## src/rtl/game_referee.sv

```systemverilog
// Round/match referee for a two-player fighting game: times each round, detects KO
// and timeouts, keeps the round and win counters, and decides the match.
module game_referee #(
    parameter int unsigned ROUND_TICKS   = 60,
    parameter int unsigned HOLD_TICKS    = 4,
    parameter int unsigned ROUNDS_TO_WIN = 2,
    parameter int unsigned MAX_ROUNDS    = 3
) (
    input  logic       clk,
    input  logic       rst,
    input  logic       start,
    input  logic [2:0] left_health,
    input  logic [2:0] right_health,
    output logic       round_active,
    output logic       round_restart,
    output logic [7:0] time_left,
    output logic [1:0] round_num,
    output logic [1:0] left_wins,
    output logic [1:0] right_wins,
    output logic       result_valid,
    output logic [1:0] round_result,
    output logic       match_over,
    output logic [1:0] match_winner
);
    localparam logic [7:0] TICKS     = 8'(ROUND_TICKS);
    localparam logic [3:0] HOLD_LAST = 4'(HOLD_TICKS - 1);
    localparam logic [1:0] WIN_CAP   = 2'(ROUNDS_TO_WIN);
    localparam logic [1:0] ROUND_CAP = 2'(MAX_ROUNDS);

    typedef enum logic [1:0] {IDLE, FIGHT, ROUND_END, MATCH_END} state_t;

    state_t     state_reg, state_next;
    logic       first_reg, first_next;
    logic [3:0] hold_reg, hold_next;
    logic       restart_reg, restart_next;
    logic [7:0] time_left_reg, time_left_next;
    logic [1:0] round_num_reg, round_num_next;
    logic [1:0] left_wins_reg, left_wins_next;
    logic [1:0] right_wins_reg, right_wins_next;
    logic       result_valid_reg, result_valid_next;
    logic [1:0] round_result_reg, round_result_next;
    logic       active_reg, active_next;
    logic       over_reg, over_next;
    logic [1:0] winner_reg, winner_next;

    // Health 6 and 7 are what a 0 wraps to after a hit, so they count as KO too.
    logic left_ko, right_ko;
    assign left_ko  = (left_health == 3'd0)  || (left_health >= 3'd6);
    assign right_ko = (right_health == 3'd0) || (right_health >= 3'd6);

    logic       dec_valid;
    logic [1:0] dec_code;
    always_comb begin
        dec_valid = 1'b0;
        dec_code  = 2'b00;
        if (left_ko && right_ko) begin
            dec_valid = 1'b1;
            dec_code  = 2'b11;
        end else if (left_ko) begin
            dec_valid = 1'b1;
            dec_code  = 2'b10;
        end else if (right_ko) begin
            dec_valid = 1'b1;
            dec_code  = 2'b01;
        end else if (time_left_reg == 8'd1) begin
            dec_valid = 1'b1;
            if (left_health > right_health)      dec_code = 2'b01;
            else if (right_health > left_health) dec_code = 2'b10;
            else                                 dec_code = 2'b11;
        end
    end

    always_comb begin
        state_next        = state_reg;
        first_next        = first_reg;
        hold_next         = hold_reg;
        restart_next      = 1'b0;
        time_left_next    = time_left_reg;
        round_num_next    = round_num_reg;
        left_wins_next    = left_wins_reg;
        right_wins_next   = right_wins_reg;
        result_valid_next = 1'b0;
        round_result_next = round_result_reg;
        winner_next       = winner_reg;
        case (state_reg)
            IDLE, MATCH_END: begin
                if (start) begin
                    state_next        = FIGHT;
                    first_next        = 1'b1;
                    restart_next      = 1'b1;
                    time_left_next    = TICKS;
                    round_num_next    = 2'd0;
                    left_wins_next    = 2'd0;
                    right_wins_next   = 2'd0;
                    round_result_next = 2'b00;
                    winner_next       = 2'b00;
                end
            end
            FIGHT: begin
                // The restart cycle only counts down; players are still reloading.
                if (first_reg) begin
                    first_next     = 1'b0;
                    time_left_next = time_left_reg - 8'd1;
                end else if (dec_valid) begin
                    state_next        = ROUND_END;
                    hold_next         = HOLD_LAST;
                    result_valid_next = 1'b1;
                    round_result_next = dec_code;
                    if (dec_code == 2'b01 && left_wins_reg < WIN_CAP)
                        left_wins_next = left_wins_reg + 2'd1;
                    if (dec_code == 2'b10 && right_wins_reg < WIN_CAP)
                        right_wins_next = right_wins_reg + 2'd1;
                    if (round_num_reg < ROUND_CAP)
                        round_num_next = round_num_reg + 2'd1;
                end else begin
                    time_left_next = time_left_reg - 8'd1;
                end
            end
            ROUND_END: begin
                if (hold_reg != 4'd0) begin
                    hold_next = hold_reg - 4'd1;
                end else if (left_wins_reg == WIN_CAP || right_wins_reg == WIN_CAP ||
                             round_num_reg == ROUND_CAP) begin
                    state_next = MATCH_END;
                    if (left_wins_reg > right_wins_reg)      winner_next = 2'b01;
                    else if (right_wins_reg > left_wins_reg) winner_next = 2'b10;
                    else                                     winner_next = 2'b11;
                end else begin
                    state_next     = FIGHT;
                    first_next     = 1'b1;
                    restart_next   = 1'b1;
                    time_left_next = TICKS;
                end
            end
            default: state_next = IDLE;
        endcase
        active_next = (state_next == FIGHT);
        over_next   = (state_next == MATCH_END);
    end

    always_ff @(posedge clk) begin
        if (rst) begin
            state_reg        <= IDLE;
            first_reg        <= 1'b0;
            hold_reg         <= 4'd0;
            restart_reg      <= 1'b0;
            time_left_reg    <= 8'd0;
            round_num_reg    <= 2'd0;
            left_wins_reg    <= 2'd0;
            right_wins_reg   <= 2'd0;
            result_valid_reg <= 1'b0;
            round_result_reg <= 2'b00;
            active_reg       <= 1'b0;
            over_reg         <= 1'b0;
            winner_reg       <= 2'b00;
        end else begin
            state_reg        <= state_next;
            first_reg        <= first_next;
            hold_reg         <= hold_next;
            restart_reg      <= restart_next;
            time_left_reg    <= time_left_next;
            round_num_reg    <= round_num_next;
            left_wins_reg    <= left_wins_next;
            right_wins_reg   <= right_wins_next;
            result_valid_reg <= result_valid_next;
            round_result_reg <= round_result_next;
            active_reg       <= active_next;
            over_reg         <= over_next;
            winner_reg       <= winner_next;
        end
    end

    assign round_active  = active_reg;
    assign round_restart = restart_reg;
    assign time_left     = time_left_reg;
    assign round_num     = round_num_reg;
    assign left_wins     = left_wins_reg;
    assign right_wins    = right_wins_reg;
    assign result_valid  = result_valid_reg;
    assign round_result  = round_result_reg;
    assign match_over    = over_reg;
    assign match_winner  = winner_reg;
endmodule

```

## config.mk

```make
export PLATFORM = sky130hd
export DESIGN_NAME = game_referee
export DESIGN_NICKNAME = d
export VERILOG_FILES = /design/src/rtl/game_referee.sv
export SDC_FILE = /design/constraint.sdc
export NUM_CORES = 1
export LEC_CHECK = 0
export CORE_MARGIN = 8
export CORE_UTILIZATION = 45
export CTS_BUF_LIST = sky130_fd_sc_hd__clkbuf_8
export DETAILED_ROUTE_END_ITERATION = 10
export GPL_ROUTABILITY_DRIVEN = 0
export HOLD_SLACK_MARGIN = 0.06
export PLACE_DENSITY = 0.8
export SETUP_SLACK_MARGIN = 0.05
export SLEW_MARGIN = 30
export SYNTH_ARGS = -nofsm -noshare
export SYNTH_HDL_FRONTEND = slang
export SYNTH_SLANG_ARGS = --single-unit
```

## constraint.sdc

```tcl
create_clock -name clk -period 2.3 [get_ports clk]
set_input_delay 0.46 -clock clk [delete_from_list [all_inputs] [get_ports clk]]
set_output_delay 0.46 -clock clk [all_outputs]
set_load 0.02 [all_outputs]
```

== After elaboration in Yosys (flattened, before gate mapping) ==
Index checks and enable logic that the tools add are counted.

* Bitwise logic cells: 1
* Reduce and logical (&&, ||, !) cells: 24
* Magnitude comparators: 9
* $add $sub $neg: 5
* Mux-type cells: 56
* Equality and inequality tests: 22

{| class="wikitable"
|+ Operator list
! cell !! number
|-
| $mux W2 || 25
|-
| $mux W8 || 5
|-
| $pmux W8 S3 || 1
|-
| $ne A2 B2 Y1 const B || 10
|-
| $pmux W2 S2 || 5
|-
| $reduce_and A4 Y1 || 4
|-
| $reduce_and A5 Y1 || 3
|-
| $eq A2 B2 Y1 const B || 7
|-
| $mux W1 || 13
|-
| $mux W4 || 3
|-
| $eq A8 B1 Y1 const B || 1
|-
| $pmux W4 S2 || 1
|-
| $sub A8 B1 Y8 const B || 1
|-
| $add A2 B1 Y2 const B || 3
|-
| $eq A2 B1 Y1 const B || 3
|-
| $ge A3 B3 Y1 const B || 2
|-
| $gt A3 B3 Y1 || 2
|-
| $logic_not A3 Y1 || 2
|-
| $lt A2 B2 Y1 const B || 3
|-
| $pmux W2 S3 || 1
|-
| $reduce_bool A2 Y1 || 3
|-
| $gt A2 B2 Y1 || 2
|-
| $logic_or A1 B1 Y1 || 4
|-
| $reduce_bool A4 Y1 || 1
|-
| 10 further kinds || 12
|}

* Output and inout bits: 22
* Logic and storage cells: 130
* Flip-flop bits (word level): 29
* Input port bits: 9

== Depth between registers and ports, before layout ==
Gate-level depths: netlist (run 1).

* Depth in word-level cells: 13
* Depth in mapped cells: 9
* Depth with buffers taken out: 7

== Worst setup path after synthesis (run 1) ==
OpenSTA, ideal clock, no wires.

* Path kind: reg2reg
* Start: register time_left_reg[0] (netlist: time_left[0])
* End: register hold_reg[3]
* Setup time: 0.123 ns
* Data arrival time: 2.025 ns
* Period minus slack after synthesis: 2.148 ns
* Stages on the path, launching flop included: 7
* Required time: 2.177 ns
* Slack: 0.152 ns
* Path buffers: 0
* Path through: dfxtp_1 ha_1 or4b_4 o21ai_4 o21ai_1 nor4_2 mux2_1

* Word-level cells in the longest chain between the ends: 7

{| class="wikitable"
|+ RTL lines
! item !! RTL line !! source
|-
| from (decl) || 36 || <nowiki>logic [7:0] time_left_reg, time_left_next;</nowiki>
|-
| from (signal assigned) || 161 || <nowiki>time_left_reg <= time_left_next;</nowiki>
|-
| $eq A8 B1 Y1 || 65 || <nowiki>end else if (time_left_reg == 8'd1) begin</nowiki>
|-
| $mux W1 || 65 ||
|-
| $mux W1 || 62 || <nowiki>end else if (right_ko) begin</nowiki>
|-
| $mux W1 || 59 || <nowiki>end else if (left_ko) begin</nowiki>
|-
| $mux W1 || 56 || <nowiki>if (left_ko && right_ko) begin</nowiki>
|-
| $ne A2 B2 Y1 (no source line) || -- ||
|-
| $reduce_and A4 Y1 (no source line) || -- ||
|-
| to (signal assigned) || 159 || <nowiki>hold_reg <= hold_next;</nowiki>
|-
| to (decl) || 34 || <nowiki>logic [3:0] hold_reg, hold_next;</nowiki>
|}

Every way passes these cells.
A chain may end at the register's enable or synchronous reset.

== Worst setup path in the final report (run 1) ==
* Start: input right_health[2]
* End: register hold_reg[3]

* Word-level cells in the longest chain between the ends: 7
* Elaborated cells between the ends (all ways): 9
* Those cells by class: order compare (1); eq/ne (1); mux (3); reduce/logical (4)

{| class="wikitable"
|+ RTL lines
! item !! RTL line !! source
|-
| from (decl) || 13 || <nowiki>input logic [2:0] right_health,</nowiki>
|-
| $ge A3 B3 Y1 or $logic_not A3 Y1 (tied branches) || 49 || <nowiki>assign right_ko = (right_health == 3'd0) || (right_health >= 3'd6);</nowiki>
|-
| $logic_or A1 B1 Y1 (*) || 49 ||
|-
| $mux W1 || 62 ||
|-
| $mux W1 || 59 ||
|-
| $mux W1 (*) || 56 ||
|-
| $ne A2 B2 Y1 (no source line) (*) || -- ||
|-
| $reduce_and A4 Y1 (no source line) (*) || -- ||
|}

Mark *: on every way between the ends. The rest lies on a longest branch, timed or not.

==> results of run 1 <==
## kinds of logic after synthesis
kind of cell    Yosys count  synth area share [%]
mux                       1                 0.593
simple gates             88                  27.7
buf+inv                  25                  6.39
fa+ha+maj                14                  9.22
xor+xnor                  1                 0.461
compound gates           71                  25.0
flops                    29                  30.6
## worst min-delay path by stage
stage / end / slack (ns) / startpoint
after floorplan: hold_reg[1] / 0.49 / hold_reg[1]
after global routing: round_result[1] / 0.49 / round_result[1]
final: round_result[1] / 0.46 / round_result[1]
after CTS: round_result[0] / 0.46 / round_result[0]
after global placement: match_winner[0] / 0.44 / match_winner[0]
after detailed placement: round_result[0] / 0.45 / round_result[0]
## timing repair
item	in CTS	in global routing
setup endpoints to repair	0	12
hold buffers	0	0
setup buffers	0	4
gates resized for setup	0	16
## layer usage
layer | wire length (um) | global-route usage [%] | share of wire, % | vias to the layer above
met5 | 0 | 0 | 0 | -
met4 | 107 | 6.25 | 2.0 | 0
met3 | 297 | 4.64 | 5.6 | 11
met2 | 2650 | 28.2 | 50 | 55
met1 | 2210 | 19.6 | 42 | 919
li1 | - | - | - | 951
## worst max-delay path, delay by kind of cell
family / cells / cell delay [ns]
muxes: 1 / 0.35
and+or+nand+nor: 3 / 0.86
AOI/OAI and AO/OA: 1 / 0.10
buffers and inverters: 2 / 0.64
## per-stage QoR
stage / setup slack, ns / utilization [%]
3_5_place_dp: -0.205 / 58.0
6_report: 0.0767 / 62.8
5_1_grt: 0.0496 / 62.8
3_3_place_gp: -0.159 / 58.0
2_1_floorplan: 0.152 / -
4_1_cts: 0.0757 / 60.0
## area by class of cell
type	instances	area, um2
Fill cell	352	1500
Multi-Input combinational cell	175	1270
Sequential cell	29	584
Timing Repair Buffer	51	460
Clock buffer	5	68.8
Inverter	18	67.6
Tap cell	50	62.6
Clock inverter	3	13.8
## layout by cell type, fill, tap and decap left out, drive strengths merged, types with 3 or more instances in the layout
| cell | count |
|---|---|
| clkdlybuf4s50 | 29 |
| dfxtp | 29 |
| a21oi | 22 |
| buf | 21 |
| nand2 | 20 |
| inv | 19 |
| nor2 | 17 |
| ha | 14 |
| o21ai | 11 |
| nor3 | 9 |
| a31oi | 7 |
| a211oi | 7 |
| nand3 | 6 |
| or3 | 6 |
| clkbuf | 5 |
| nand2b | 4 |
| o211ai | 3 |
| a21boi | 3 |
| a211o | 3 |
| o31ai | 3 |
| nand4b | 3 |
| nor4 | 3 |
| or2 | 3 |
| nand4 | 3 |
## power by group
| group | internal (mW) | total (mW) | switching, mW |
|---|---|---|---|
| Sequential | 0.545 | 0.587 | 0.0427 |
| Clock | 0.205 | 0.414 | 0.210 |
| Combinational | 0.252 | 0.573 | 0.320 |
| Total | 1.00 | 1.57 | 0.573 |
==> impl_metrics.ini, run 1 <==
[floorplan]
die_area_um2 = 6560
die_h_um = 81.0
ios = 31
die_x_um = 81.0
floorplan.initialDensity_pct = 47.1
row_count = 23
fp.coreArea_um2 = 4030

[placement]
portBuffers = 30
dp.cells = 319
dpl.hpwl_um = 3930
dpl_cell_area_um2 = 2340

[critical_path]
endpoint = hold_reg[3]
r2r_start = time_left[1]
worstPathCellList = clkdlybuf4s50_1 -> buf_4 -> or3_4 -> nand4_2 -> o21ai_2 -> nor4_2 -> mux2_1
worstReg2RegEnd = hold_reg[3]
start_kind = primary input
cp_slowest_cell = clkdlybuf4s50_1
r2r_cells = 7
reg2reg_slack_ns = 0.12
arrival_ns = 2.41
max_stage_delay_ns = 0.46
worst-path-max-fanout = 6
critPathCaptureType = register
worst_ep_required_time_ns = 2.48
worstSetupPathType = in -> reg
critPathLaunch = right_health[2]

[status]
status = finished clean

[timing]
setup_viol = 0
rsz0062_at_grt = true
tns_ns = 0
fin_crit_ns = 2.22
fin_skew_ns = 0.00484
worst_pin_slew_ns = 0.505
slew_violations = 0
relSlewSlack_pct = 66.0
max_freq_mhz = 450
period_share_pct = 96.7
hold_slack_ns = 0.459
hold_viol_final = 0

[grt]
track_usage_pct = 16.7
grt_pass1_wl_um = 8760
gr-total-overflow = 0
grt_max_degree = 21
antenna_found_initial = 0
grt_pass1_vias = 1878

[clock_tree]
clockRootBuffer = clkbuf_8
numCtsBuffers = 5
cts_tree = yes
clkSinkCount = 29
clock_latency_ns = 0.29
cts_max_level = 2
path_clk_slew_ns = 0.06
clockBufferDepth = 2

[drt]
first_iter_violations = 240
ant_nets = 0
drc = 0
first_pass_iters = 4
routedWlPerCell_um = 15.9
vias_per_cell = 5.85
drt_wl_total_um = 5260
vias = 1936

[logic_synthesis]
postSynthNetCount = 252
ys.flop_type = dfxtp_1
synthTopCellsByArea = dfxtp_1, ha_1, a21oi_1, nand2_1, inv_1
synth_top_area_cell = dfxtp_1
synth_top_area_share_pct = 30.6
postSynthAreaPerCell_um2 = 8.29
yosysMostFrequentCell = dfxtp_1
synth_edf_count = 0
ys.warnings.count = 0
mappedNetlistArea_um2 = 1900
synth-seq-area-share_pct = 30.6
synthArstFlopShare_pct = 0
yosys-top-cells-count = dfxtp_1, a21oi_1, nand2_1
synthCells = 229
ys_seq_elements = 29
ys_types = 59

[min_path]
hold_path_depth = 2
hold_path.class = reg -> reg

[power]
total_power_mw = 1.57
vdd_ir_drop_max_v = 0.000316
power_density_nw_per_um2 = 622
power_leakage_nw = 0.953

[flow_run]
cap_violations = 0

[final_layout]
syn_to_final_growth_pct = 33.2
drive_above_1_share_pct = 20.6
stdcell_area_um2 = 2530
fin_nets = 303
diodes = 0
layoutNonFillerInstCount = 331
largest_register_ffs = 8
Power figures use the tool's default switching activity.
==> inputs of run 2 (changes only) <==
SETUP_SLACK_MARGIN = 0.2   (was 0.05)
==> run 2 against run 1 <==
Net effect:
- via count up 7.0%
- first-iteration DRC count down 38%
- utilization up 4.5 points
- hold slack worse by 0.0050 ns
- power up 9.9%
- non-clock buffer count up 12
- critical path depth up 2
- count of clock-buffer cells in the layout up 2
- critical path type is now reg -> reg
==> impl_metrics.ini, run 2 (same netlist as run 1, synthesis figures left out) <==
[final_layout]
largest_register_ffs = 8
stdcell_area_um2 = 2710
fin_nets = 315
fillers = 327
utilization_pct = 67.3
layout_commonest_cell = buf_4
drive_above_1_share_pct = 26.6
syn_to_final_growth_pct = 42.8
diodes = 0
mostFrequentLayoutCells = buf_4, dfxtp_1, clkdlybuf4s50_1

[drt]
vias_per_cell = 6.04
first_pass_iters = 5
met2RoutedLength_um = 2890
highest_layer = met4
routed-wl-met3_um = 342
drt_wl_total_um = 5920
first_iter_violations = 150
drc = 0
routedWlPerCell_um = 17.2
m1WireLength_um = 2410
ant_nets = 0
vias = 2072

[clock_tree]
path_clk_slew_ns = 0.07
numCtsBuffers = 5
clock_latency_ns = 0.29
cts_tree = yes
cts_max_level = 2
clockRootBuffer = clkbuf_8
clkSinkCount = 29
clockBufferDepth = 2

[critical_path]
worstReg2RegEnd = time_left[1]
worst-path-max-fanout = 9
arrival_ns = 2.31
endpoint = time_left[1]
worst_ep_required_time_ns = 2.51
cp_slowest_cell = a21boi_1
reg2reg_slack_ns = 0.21
worstPathCellList = inv_1 -> ha_1 -> buf_4 -> inv_1 -> nor2_1 -> a21boi_1 -> buf_4 -> o21ai_1 -> a21oi_1
r2r_start = state_reg[1]
worstSetupPathType = reg -> reg
critPathLaunch = state_reg[1]
start_kind = register
max_stage_delay_ns = 0.37
critPathCaptureType = register
r2r_cells = 9

[power]
vdd_ir_drop_max_v = 0.000369
total_power_mw = 1.73
power_density_nw_per_um2 = 638
power_leakage_nw = 1.06

[timing]
max_freq_mhz = 478
tns_ns = 0
slew_violations = 0
setup_viol = 0
hold_viol_final = 0
relSlewSlack_pct = 68.8
worst_pin_slew_ns = 0.465
hold_slack_ns = 0.454
fin_skew_ns = 0.00819
rsz0062_at_grt = true
fin_crit_ns = 2.09
period_share_pct = 91.0

[min_path]
hold_path_depth = 2
hold_path.class = reg -> reg

[floorplan]
floorplan.initialDensity_pct = 47.1
die_x_um = 81.0
die_h_um = 81.0
die_area_um2 = 6560
row_count = 23
ios = 31
fp.coreArea_um2 = 4030

[status]
status = finished clean

[flow_run]
cap_violations = 0

[placement]
dpl.hpwl_um = 3790
dpl_cell_area_um2 = 2340
portBuffers = 30

[grt]
grt_pass1_wl_um = 9290
grt_pass1_vias = 2043
grt_max_degree = 15
gr-total-overflow = 0
track_usage_pct = 17.7
antenna_found_initial = 0
run 2: cell type report:
class	instances	area [um2]	area share (%)
well taps	50	62.6	2.31
repair buffers	63	563	20.8
clock buffers	7	96.3	3.55
multi-input cells	175	1330	49.0
clock inverters	1	5.00	0.185
flip-flops and latches	29	588	21.7
inverters	18	67.6	2.49
run 2: critical path: cells and delay by family (launching register included):
kind,cells,cell delay [ns]
compound gates,3,0.59
fa+ha+maj,1,0.27
buf+inv,4,0.58
flops,1,0.35
simple gates,1,0.23
run 2: per-layer routing:
metal / track usage [%] / vias up
li1: - / 972
met1: 19.6 / 982
met2: 31.1 / 86
met3: 4.42 / 32
met4: 8.57 / 0
met5: 0 / -
run 2: timing repair:
| action | CTS | global route |
|---|---|---|
| buffers inserted | 9 | 6 |
| gates resized for setup | 15 | 19 |
| hold buffers | 0 | 0 |
| pin swaps | 7 | 10 |
| setup endpoints to repair | 6 | 18 |
run 2: worst min-delay path by stage:
stage / slack [ns] / endpoint / startpoint
floorplan: 0.49 / hold_reg[1] / hold_reg[1]
global placement: 0.44 / match_winner[0] / match_winner[0]
detailed placement: 0.45 / round_result[0] / round_result[0]
CTS: 0.46 / round_result[0] / round_result[0]
global route: 0.49 / round_result[0] / round_result[0]
finish: 0.45 / match_winner[0] / match_winner[0]
run 2: where the power goes:
part / internal [mW] / switching (mW)
combinational: 0.302 / 0.358
sequential: 0.544 / 0.0453
clock: 0.270 / 0.209
total: 1.12 / 0.613
run 2: metrics by stage:
stage	instances	setup WS [ns]
final	343	0.207
after global routing	343	0.0937
after CTS	337	0.190
after detailed placement	320	-0.226
after global placement	320	-0.172
after floorplan	229	0.228
==> inputs of run 3 (changes only) <==
CORE_MARGIN = unset   (was 8)
==> run 3 against run 2 <==
Net effect:
- design area is 3.7% lower
- clock skew decreased by 0.0024 ns
- first-iteration DRC count shrank 37%
- count of clock-buffer cells in the layout down 1
- critical path depth shrank 2
- sequential share of layout area grew 0.83 points
- die area fell by 32%
- final cell count down 2.6%
- sequential cell count unchanged
- hold slack improved by 0.00052 ns
- largest power group is now registers
==> impl_metrics.ini, run 3 (same netlist as run 1, synthesis figures left out) <==
[status]
status = finished clean

[critical_path]
worstSetupPathType = reg -> reg
reg2reg_slack_ns = 0.19
cp_slowest_cell = or4b_4
critPathCaptureType = register
worstPathCellList = inv_4 -> ha_4 -> or4b_4 -> o21ai_4 -> o21ai_2 -> nor4_2 -> mux2_1
worstReg2RegEnd = hold_reg[3]
arrival_ns = 2.27
max_stage_delay_ns = 0.52
worst-path-max-fanout = 5
worst_ep_required_time_ns = 2.46
start_kind = register
r2r_start = time_left[1]
r2r_cells = 7

[clock_tree]
numCtsBuffers = 5
clockRootBuffer = clkbuf_8
cts_tree = yes
cts_max_level = 2
cts_hold_buf = 0
clkSinkCount = 29
clockBufferDepth = 2
path_clk_slew_ns = 0.06
clock_latency_ns = 0.28

[placement]
dp.cells = 319
dpl.hpwl_um = 3530
dp_slack_ns = -0.238
portBuffers = 30

[power]
power_switching_mw = 0.546
seqPwrFrac_pct = 37.3
p_int_mw = 1.05
power_density_nw_per_um2 = 609
power_leakage_nw = 1.01
vdd_ir_drop_max_v = 0.000421
comb_power_share_pct = 37.0
switching_share_pct = 34.3
p_clk_share_pct = 25.7

[timing]
max_freq_mhz = 473
rsz0062_at_grt = true
relSlewSlack_pct = 68.8
fin_crit_ns = 2.11
slew_violations = 0
hold_viol_final = 0
worst_pin_slew_ns = 0.464
fin_skew_ns = 0.00580
period_share_pct = 91.9
layout_setup_ws_ns = 0.187
setup_viol = 0

[min_path]
hold_path_depth = 2
hold_path.class = reg -> reg
min_to = round_result[0]
hold_start = round_result[0]

[drt]
drt_wl_total_um = 5040
ant_nets = 0
drc = 0
vias_per_cell = 5.90
first_pass_iters = 4
vias = 1972
first_iter_violations = 94
routedWlPerCell_um = 15.1

[floorplan]
die_x_um = 67.0
fp.coreArea_um2 = 4030
die_h_um = 67.0
floorplan.initialDensity_pct = 47.1
ios = 31
die_area_um2 = 4480
row_count = 23

[grt]
grt_pass1_wl_um = 7870
grt_pass1_vias = 1757
track_usage_pct = 23.1
antenna_found_initial = 0
grt_max_degree = 20
gr-total-overflow = 0

[final_layout]
fin_nets = 307
fillers = 348
layout_commonest_cell = dfxtp_1
diodes = 0
mostFrequentLayoutCells = dfxtp_1, clkdlybuf4s50_1, buf_4
seq_area_um2 = 588
layoutNonFillerInstCount = 334
largest_register_ffs = 8
drive_above_1_share_pct = 23.2
syn_to_final_growth_pct = 37.5
multi_input_area_um2 = 1310

[flow_run]
cap_violations = 0
run 3: cell types whose count changed in the layout (fill, tap and decap cells not counted), sizes merged:
cell           delta
dlymetal6s2s      -1
clkinv            -1
clkbuf            -1
inv               +1
clkdlybuf4s50     +1
buf               -8
run 3: worst max-delay path by stage:
stage / from / endpoint
after global routing: time_left[1] / hold_reg[3]
after floorplan: time_left[1] / hold_reg[3]
final: time_left[1] / hold_reg[3]
after CTS: left_health[2] / left_wins[0]
after detailed placement: left_health[2] / left_wins[0]
after global placement: left_health[2] / left_wins[0]
run 3: repair_timing:
action	in CTS	in global routing
resized for setup	6	24
endpoints found under the setup margin	8	17
gates cloned	0	0
pin swaps	8	7
buffers inserted	2	6
run 3: area by class of cell:
cell class / instances / area share (%)
Clock buffer: 6 / 3.16
Clock inverter: 1 / 0.144
Inverter: 18 / 2.68
Multi-Input combinational cell: 175 / 50.1
Sequential cell: 29 / 22.5
Tap cell: 50 / 2.39
Timing Repair Buffer: 55 / 19.0
run 3: layer usage:
layer,track usage [%],up-vias,routed length (um)
met5,0,-,0
met4,10.1,0,144
met3,5.82,18,273
met2,37.5,79,2380
met1,28.6,914,2240
li1,-,961,-
run 3: critical path, delay by kind of cell (launching register included):
kind | cells | cell delay (ns)
adder cells (fa/ha/maj) | 1 | 0.11
AO/OA/AOI/OAI | 2 | 0.32
flip-flops | 1 | 0.36
AND/OR/NAND/NOR | 2 | 0.81
buffers and inverters | 1 | 0.06
multiplexers | 1 | 0.34
run 3: power by group through the flow:
stage                     Combinational [mW]  Sequential [mW]  Clock [mW]
final                                  0.589            0.593       0.409
after global routing                   0.637            0.599       0.445
after CTS                              0.532            0.589       0.417
after detailed placement               0.515            0.599           0
after global placement                 0.508            0.599           0
after floorplan                        0.313            0.622           0
run 3: through the flow:
step	hold WS [ns]	TNS [ns]	area, um2	utilization, %	total power [mW]
after floorplan	0.487	0	1900	-	0.935
after global placement	0.443	-0.508	2340	58.0	1.11
after detailed placement	0.446	-0.971	2340	58.0	1.11
after CTS	0.454	0	2470	61.2	1.54
after global routing	0.468	0	2610	64.8	1.68
final	0.454	0	2610	64.8	1.59
